### src/rtl/fp32_mul_pkg.sv
// ---------------------------------------------------------------------------
// fp32_mul_pkg : binary32 field layout and constants shared by fp32_mul
// Revision     : 1.0
// ---------------------------------------------------------------------------
`default_nettype none

package fp32_mul_pkg;

  typedef struct packed {
    logic        sign;
    logic [7:0]  exp;
    logic [22:0] frac;
  } fp32_t;

  localparam logic [11:0] EXP_BIAS = 12'd127;
  localparam logic [7:0]  EXP_MAX  = 8'd255;
  localparam logic [31:0] QNAN     = 32'h7FC0_0000;
  localparam logic [31:0] POS_INF  = 32'h7F80_0000;
  localparam logic [31:0] NEG_INF  = 32'hFF80_0000;

endpackage

`default_nettype wire

### src/rtl/fp32_mul_lzc.sv
// ---------------------------------------------------------------------------
// fp32_mul_lzc : 48-bit leading-zero counter (48 when the input is zero)
// Revision     : 1.0
// ---------------------------------------------------------------------------
`default_nettype none

module fp32_mul_lzc (
  input  logic [47:0] value,
  output logic [5:0]  count
);

  // Later (higher) set bits override earlier ones, leaving the MSB's distance.
  always_comb begin
    count = 6'd48;
    for (int i = 0; i < 48; i++) begin
      if (value[i]) count = 6'(47 - i);
    end
  end

endmodule

`default_nettype wire

### src/rtl/fp32_mul.sv
// ---------------------------------------------------------------------------
// fp32_mul : registered IEEE-754 binary32 multiplier, RNE, 1-cycle latency.
//            Define FP32_MUL_DENORM_EN for subnormal support (else flush).
// Revision : 1.0
// ---------------------------------------------------------------------------
`default_nettype none

module fp32_mul
  import fp32_mul_pkg::*;
(
  input  logic        clk,
  input  logic        rst,
  input  logic        in_valid,
  input  logic [31:0] in1,
  input  logic [31:0] in2,
  output logic [31:0] out,
  output logic        out_valid
);

  fp32_t              a, b;
  logic               sign;
  logic               nan_a, nan_b, inf_a, inf_b, zero_a, zero_b;
  logic [7:0]         ea_eff, eb_eff;
  logic [23:0]        ma, mb;
  logic [47:0]        prod, norm, sel;
  logic [5:0]         lz;
  logic signed [11:0] exp_n;
  logic [7:0]         field_base;
  logic               lost, rnd;
  logic [30:0]        rounded;
  logic [31:0]        result;
  logic [31:0]        out_d, out_q;
  logic               out_valid_d, out_valid_q;
`ifdef FP32_MUL_DENORM_EN
  logic [11:0]        sh;
`endif

  assign a = in1;
  assign b = in2;

  always_comb begin
    sign   = a.sign ^ b.sign;
    nan_a  = (a.exp == EXP_MAX) && (a.frac != 23'd0);
    nan_b  = (b.exp == EXP_MAX) && (b.frac != 23'd0);
    inf_a  = (a.exp == EXP_MAX) && (a.frac == 23'd0);
    inf_b  = (b.exp == EXP_MAX) && (b.frac == 23'd0);
`ifdef FP32_MUL_DENORM_EN
    zero_a = (a.exp == 8'd0) && (a.frac == 23'd0);
    zero_b = (b.exp == 8'd0) && (b.frac == 23'd0);
`else
    zero_a = (a.exp == 8'd0);
    zero_b = (b.exp == 8'd0);
`endif
    // Subnormals carry a hidden 0 and behave as exponent 1.
    ea_eff = (a.exp == 8'd0) ? 8'd1 : a.exp;
    eb_eff = (b.exp == 8'd0) ? 8'd1 : b.exp;
    ma     = {a.exp != 8'd0, a.frac};
    mb     = {b.exp != 8'd0, b.frac};
  end

  assign prod = ma * mb;

  fp32_mul_lzc u_lzc (
    .value (prod),
    .count (lz)
  );

  always_comb begin
    norm       = prod << lz;
    exp_n      = $signed({4'd0, ea_eff} + {4'd0, eb_eff} - EXP_BIAS + 12'd1 - {6'd0, lz});
    sel        = norm;
    lost       = 1'b0;
    // Hidden bit sel[47] is added on top of exp-1, so a carry bumps the exponent.
    field_base = exp_n[7:0] - 8'd1;
`ifdef FP32_MUL_DENORM_EN
    sh = 12'd0;
    if (exp_n <= 12'sd0) begin
      sh         = 12'd1 - $unsigned(exp_n);
      sel        = norm >> sh;
      lost       = |(norm & ~({48{1'b1}} << sh));
      field_base = 8'd0;
    end
`endif
    rnd     = sel[23] & (sel[22] | (|sel[21:0]) | lost | sel[24]);
    rounded = {field_base, 23'd0} + {7'd0, sel[47:24]} + {30'd0, rnd};

    if (nan_a || nan_b) begin
      result = QNAN;
    end else if ((inf_a && zero_b) || (zero_a && inf_b)) begin
      result = QNAN;
    end else if (inf_a || inf_b) begin
      result = sign ? NEG_INF : POS_INF;
    end else if (zero_a || zero_b) begin
      result = {sign, 31'd0};
    end else if (exp_n >= 12'sd255) begin
      result = sign ? NEG_INF : POS_INF;
`ifndef FP32_MUL_DENORM_EN
    end else if (exp_n <= 12'sd0) begin
      result = {sign, 31'd0};
`endif
    end else begin
      result = {sign, rounded};
    end
  end

  always_comb begin
    out_valid_d = in_valid;
    out_d       = in_valid ? result : out_q;
  end

  always_ff @(posedge clk) begin
    if (rst) begin
      out_q       <= 32'd0;
      out_valid_q <= 1'b0;
    end else begin
      out_q       <= out_d;
      out_valid_q <= out_valid_d;
    end
  end

  assign out       = out_q;
  assign out_valid = out_valid_q;

endmodule

`default_nettype wire

### config.mk
export PLATFORM = sky130hd
export DESIGN_NAME = fp32_mul
export DESIGN_NICKNAME = d
export VERILOG_FILES = /design/src/rtl/fp32_mul_pkg.sv /design/src/rtl/fp32_mul_lzc.sv /design/src/rtl/fp32_mul.sv
export SDC_FILE = /design/constraint.sdc
export NUM_CORES = 2
export LEC_CHECK = 0
export CELL_PAD_IN_SITES_DETAIL_PLACEMENT = 0
export CELL_PAD_IN_SITES_GLOBAL_PLACEMENT = 1
export CORE_MARGIN = 3
export CORE_UTILIZATION = 40
export CTS_BUF_LIST = sky130_fd_sc_hd__clkbuf_8 sky130_fd_sc_hd__clkbuf_16
export DETAILED_ROUTE_END_ITERATION = 12
export PLACE_DENSITY_LB_ADDON = 0.1
export REMOVE_ABC_BUFFERS = 1
export SLEW_MARGIN = 20
export SYNTH_ARGS = -nofsm -noshare
export SYNTH_HDL_FRONTEND = slang
export SYNTH_HIERARCHICAL = 1
export SYNTH_SLANG_ARGS = --single-unit
### constraint.sdc
create_clock -name clk -period 17.35 [get_ports clk]
set_input_delay 2.6025 -clock clk [delete_from_list [all_inputs] [get_ports clk]]
set_output_delay 2.6025 -clock clk [all_outputs]
set_load 0.01 [all_outputs]
# Word-level counts from Yosys, hierarchy flattened
# Index checks and enable logic that the tools add are counted.
word_totals:
  out_inout_bits: 33
  ff_bits: 33
  wordCells: 95
classes:
  n_bitwise: 4
  add_sub_neg: 7
  n_mux: 57
  mul: 1
  n_eq_ne: 2
  n_lt_le_gt_ge: 2
  n_reduce_logical: 19
  shift: 1
ops:
  columns: ["operator", "count"]
  rows:
  - ["2-to-1 mux 32 bit", 6]
  - ["2-to-1 mux 6 bit", 32]
  - ["2-to-1 mux 5 bit", 16]
  - ["multiplier 24 x 24 -> 48 bit", 1]
  - ["<< shifter 48 x 6 -> 48 bit", 1]
  - ["logical NOT 23 bit", 2]
  - ["nonzero test 23 bit", 2]
  - ["adder 31 x 1 -> 31 bit", 1]
  - ["adder 31 x 24 -> 31 bit", 1]
  - ["2-to-1 mux 31 bit", 1]
  - ["OR reduction 22 bit", 1]
  - ["equality test 8 bit (second input constant)", 2]
  - ["logical NOT 8 bit", 2]
  - ["2-to-1 mux 8 bit", 2]
  - ["nonzero test 8 bit", 2]
  - [">= comparator 12 x 9 -> 1 bit (second input constant)", 1]
  - ["less-or-equal comparator 12 x 1 -> 1 bit (second input constant)", 1]
  - ["subtractor 11 x 7 -> 12 bit", 1]
  - ["adder 10 x 2 -> 11 bit (second input constant)", 1]
  - ["subtractor 9 x 7 -> 10 bit (second input constant)", 1]
  - ["adder 8 x 8 -> 9 bit", 1]
  - ["subtractor 8 x 1 -> 8 bit (second input constant)", 1]
  - ["logical AND 1 bit", 6]
  - ["logical OR 1 bit", 4]
  - ["other kinds (3)", 4]

# Depth between registers and ports, before layout
depth:
  word_depth: 62
  ltp_mapped: 56

# Hierarchy
# The synthesis kept the hierarchy.
modules_own_cells:
  columns: ["module", "cells_each", "seq_area_each_um2", "n_inst", "area_per_inst_um2"]
  rows:
  - ["fp32_mul", 3400, 660.6, 1, 27480.1]
  - ["fp32_mul_lzc", 108, 0.0, 1, 615.6]

# Worst setup path after synthesis
# Ideal clock, no wire load.
synth_path:
  path_type: "input to register"
  start: "input port in1[24]"
  end: "register out_q[9], in the netlist out[9]"
  required_time_ns: 17.222
  path_buffers: 9
  path_slack_ns: 2.683
  arrival_time_ns: 14.539
  stages: 53
  path_cell_list: "nor4_1 > nand2_1 > clkbuf_1 > and2_1 > fa_1 > fa_1 > fa_1 > inv_1 > fa_1 > inv_1 > fa_1 > inv_1 > fa_1 > inv_1 > fa_1 > ha_1 > buf_4 > nand4_1 > (+17 left out) > inv_1 > fa_1 > nor2b_1 > o21ai_0 > a21boi_0 > o21ai_0 > a21boi_0 > o21a_1 > or4b_2 > a21oi_1 > a31oi_1 > and2_2 > and2_1 > and2_1 > clkbuf_1 > buf_1 > a22oi_1 > nor2_1"
synth_rtl:
  columns: ["item", "line_no", "text"]
  rows:
  - ["from (decl)", "fp32_mul.sv:14", "input logic [31:0] in1,"]
  - ["nonzero test 8 bit (*)", "fp32_mul.sv:57", "ma = {a.exp != 8'd0, a.frac};"]
  - ["multiplier 24 x 24 -> 48 bit (*)", "fp32_mul.sv:61", "assign prod = ma * mb;"]
  - ["via prod[44]", "fp32_mul.sv:25", "logic [47:0] prod, norm, sel;"]
  - ["2-to-1 mux 6 bit (*) (4 in a row)", "fp32_mul_lzc.sv:16", "if (value[i]) count = 6'(47 - i);"]
  - ["via lz[0]", "fp32_mul.sv:26", "logic [5:0] lz;"]
  - ["branches (longest 7 deep; another with adder 31 x 24 -> 31 bit)", null, null]
  - ["2-to-1 mux 32 bit (*)", "fp32_mul.sv:95", "end else if (exp_n >= 12'sd255) begin"]
  - ["2-to-1 mux 32 bit (*)", "fp32_mul.sv:93", "end else if (zero_a || zero_b) begin"]
  - ["2-to-1 mux 32 bit (*)", "fp32_mul.sv:91", "end else if (inf_a || inf_b) begin"]
  - ["2-to-1 mux 32 bit (*)", "fp32_mul.sv:89", "end else if ((inf_a && zero_b) || (zero_a && inf_b)) begin"]
  - ["2-to-1 mux 32 bit (*)", "fp32_mul.sv:87", "if (nan_a || nan_b) begin"]
  - ["to (signal assigned)", "fp32_mul.sv:116", "out_q <= out_d;"]
  - ["to (decl)", "fp32_mul.sv:32", "logic [31:0] out_d, out_q;"]
# Mark *: on every way through the listed nets, which the timed path passes.
# A chain may end at the register's enable or synchronous reset.

# Final worst setup path
layout_path:
  start: "input port in2[6]"
  end: "register out_q[29], in the netlist out[29]"
layout_rtl:
  columns: ["item", "line_no", "text"]
  rows:
  - ["from (decl)", "fp32_mul.sv:15", "input logic [31:0] in2,"]
  - ["multiplier 24 x 24 -> 48 bit (*)", "fp32_mul.sv:61", null]
  - ["via prod[44]", "fp32_mul.sv:25", null]
  - ["2-to-1 mux 6 bit (*) (4 in a row)", "fp32_mul_lzc.sv:16", null]
  - ["via lz[0]", "fp32_mul.sv:26", null]
  - ["branches (longest 7 deep; another with adder 31 x 24 -> 31 bit)", null, null]
  - ["2-to-1 mux 32 bit (*)", "fp32_mul.sv:95", null]
  - ["2-to-1 mux 32 bit (*)", "fp32_mul.sv:93", null]
  - ["2-to-1 mux 32 bit (*)", "fp32_mul.sv:91", null]
  - ["2-to-1 mux 32 bit (*)", "fp32_mul.sv:89", null]
  - ["2-to-1 mux 32 bit (*)", "fp32_mul.sv:87", null]
# Marks and branches as above.

==> results.json <==
{
  "async_reset_ff_frac": 0,
  "cts_resized": 0,
  "setup_viol": 0,
  "grt_pass1_vias": 26575,
  "root_buffer": "clkbuf_16",
  "grt_util_met2": 0.460,
  "gp_congestion": 0.960,
  "wl_um": 97900,
  "status": "finished clean",
  "antenna_left": 0,
  "top_usage_layer": "met2",
  "critPathKind": "in -> reg",
  "portBuffers": 99,
  "r2r_start": "out[30]",
  "yosysUniqueCellTypes": 135,
  "synth-edff-count": 0,
  "insertion_delay_ns": 0.29,
  "cts_tree": "yes",
  "endpoint_kind": "flop",
  "fmax_ghz": 0.0622,
  "cap_viol_max_count": 0,
  "die_w_um": 271,
  "rows": 96,
  "grt_use_met1": 0.355,
  "vias_per_cell": 5.73,
  "clockBufferDepth": 2,
  "grt.overflow.total": 0,
  "htreeDepth": 2,
  "met3_usage": 0.0216,
  "ctsHoldBuffers": 0,
  "path_max_fanout": 18,
  "cpMostUsedCell": "fa_1",
  "seq_area_frac_synth": 0.0235,
  "hpwlAfterDp_um": 81900,
  "die_area_um2": 73500,
  "worstSetupStartpointType": "input port",
  "drtIter0Drc": 2154,
  "ys_seq_elements": 33,
  "worst_slew_pin_slew_ns": 1.24,
  "yosys_warnings": 6,
  "crit_start": "in2[6]",
  "hp-class": "reg -> reg",
  "syn_inst": 3508,
  "core_area_um2": 69100,
  "cts.clk_slew.worst_paths_ns": 0.06,
  "final_cell_mix": "584 x inv_1, 509 x nand2_1, 484 x fa_1, 257 x and2_1, 209 x ha_1",
  "synth_area_um2": 28100,
  "start_util": 0.407,
  "reg2reg_slack_ns": 16.28,
  "slowest_stage": "clkdlybuf4s50_1",
  "min_period_over_period": 0.926,
  "max_stage_delay_ns": 1.08,
  "relSlewSlack": 0.163,
  "grt_antenna_before_repair": 2,
  "tns_ns": 0,
  "hold_slack_ns": 0.472,
  "grt_usage": 0.267,
  "final-hold-violation-count": 0,
  "hold_start": "out[31]",
  "firstDrtPassIters": 5,
  "arrival_ns": 16.30,
  "fin_crit_ns": 16.07,
  "worstPathRequired_ns": 17.57,
  "synthToLayoutAreaGrowth_pct": 7.23,
  "cts.sinks": 33,
  "grt_pass1_wl_um": 155000,
  "fin_nets": 4254,
  "cts-buffers-inserted": 5,
  "final_layout_size_suffix_gt1_frac": 0.0655,
  "route.vias.total": 25354,
  "grt_max_degree": 45,
  "drc": 0,
  "slew_violations": 0,
  "final_common_cell": "inv_1",
  "ios": 100,
  "rsz0062_at_grt": "no",
  "synth_ff_type": "dfxtp_1",
  "syn_area_per_cell_um2": 8.01,
  "finClkSkew_ns": 0,
  "cts_setup_buffers": 0,
  "wl_per_cell_um": 22.1,
  "die_h_um": 271
}
==> worst paths after layout <==
check,end,cells after the start
worst max-delay path,out[29],37
worst min-delay path,out[31],2
worst max register to register,out[30],4
worst min register to register,out[31],2
==> registers in the layout (all words and copies together) (netlist names) <==
name,count
out,32
out_valid,1
==> layout make-up <==
| type | instances | area, um2 |
|---|---|---|
| diodes | 1 | 2.50 |
| multi-input cells | 2674 | 24300 |
| fillers | 7014 | 38900 |
| repair buffers | 188 | 1650 |
| clock buffers | 6 | 139 |
| flip-flops and latches | 33 | 661 |
| well taps | 931 | 1160 |
| clock inverters | 1 | 3.75 |
| inverters | 592 | 2220 |
==> per-stage QoR <==
step	std cells	utilization	area (um2)	worst slack, ns
3_5_place_dp	4418	0.434	30000	1.08
2_1_floorplan	3299	-	27100	-0.125
5_1_grt	4425	0.436	30100	0.559
6_report	4426	0.436	30100	1.28
3_3_place_gp	4418	0.434	30000	1.10
4_1_cts	4425	0.436	30100	1.31
==> cells in the mapped netlist, types with 13 or more instances <==
library cell,n,area share
nand4_1,41,0.0091
or3_1,16,0.0036
a32oi_1,16,0.0050
ha_1,209,0.093
xnor2_1,34,0.011
nor2b_1,20,0.0045
fa_1,484,0.34
a211oi_1,20,0.0053
a22oi_1,27,0.0072
mux2i_1,23,0.0082
a21oi_1,108,0.019
o21ai_0,67,0.012
a21o_1,36,0.0096
xor2_1,23,0.0072
o21a_1,16,0.0043
clkbuf_1,164,0.022
nand2_1,509,0.068
dfxtp_1,33,0.024
o211ai_1,33,0.0088
nand3_1,55,0.0098
nor4_1,44,0.0098
nor2_1,179,0.024
and3_1,14,0.0031
nor3_1,58,0.010
a31oi_1,30,0.0067
and2_1,257,0.057
o21ai_1,13,0.0023
buf_2,19,0.0034
inv_1,583,0.078
==> cell families (layout without fill, tap and decap cells) <==
family | Yosys count | count (layout) | share of synthesized area
simple gates | 1283 | 1283 | 0.228
xor+xnor | 59 | 59 | 0.0193
other cells | 0 | 1 | 0
compound gates | 600 | 600 | 0.161
mux | 39 | 39 | 0.0162
flops | 33 | 33 | 0.0235
fa+ha+maj | 693 | 693 | 0.438
buf+inv | 801 | 787 | 0.114
==> layer usage <==
| layer | share of wire | up-vias |
|---|---|---|
| li1 | - | 11501 |
| met3 | 0.050 | 170 |
| met4 | 0.034 | 0 |
| met5 | 0 | - |
| met1 | 0.43 | 12848 |
| met2 | 0.49 | 835 |
==> worst max-delay path: cells and delay by family <==
kind | cells | cell delay (ns)
adder cells (fa/ha/maj) | 8 | 4.14
AND/OR/NAND/NOR | 10 | 3.21
AO/OA/AOI/OAI | 9 | 3.05
buffers and inverters | 7 | 2.12
XOR/XNOR | 1 | 0.63
multiplexers | 2 | 0.49
Power is not shown: default switching activity piles up to over one toggle a cycle in this logic, so the estimate is an artifact.
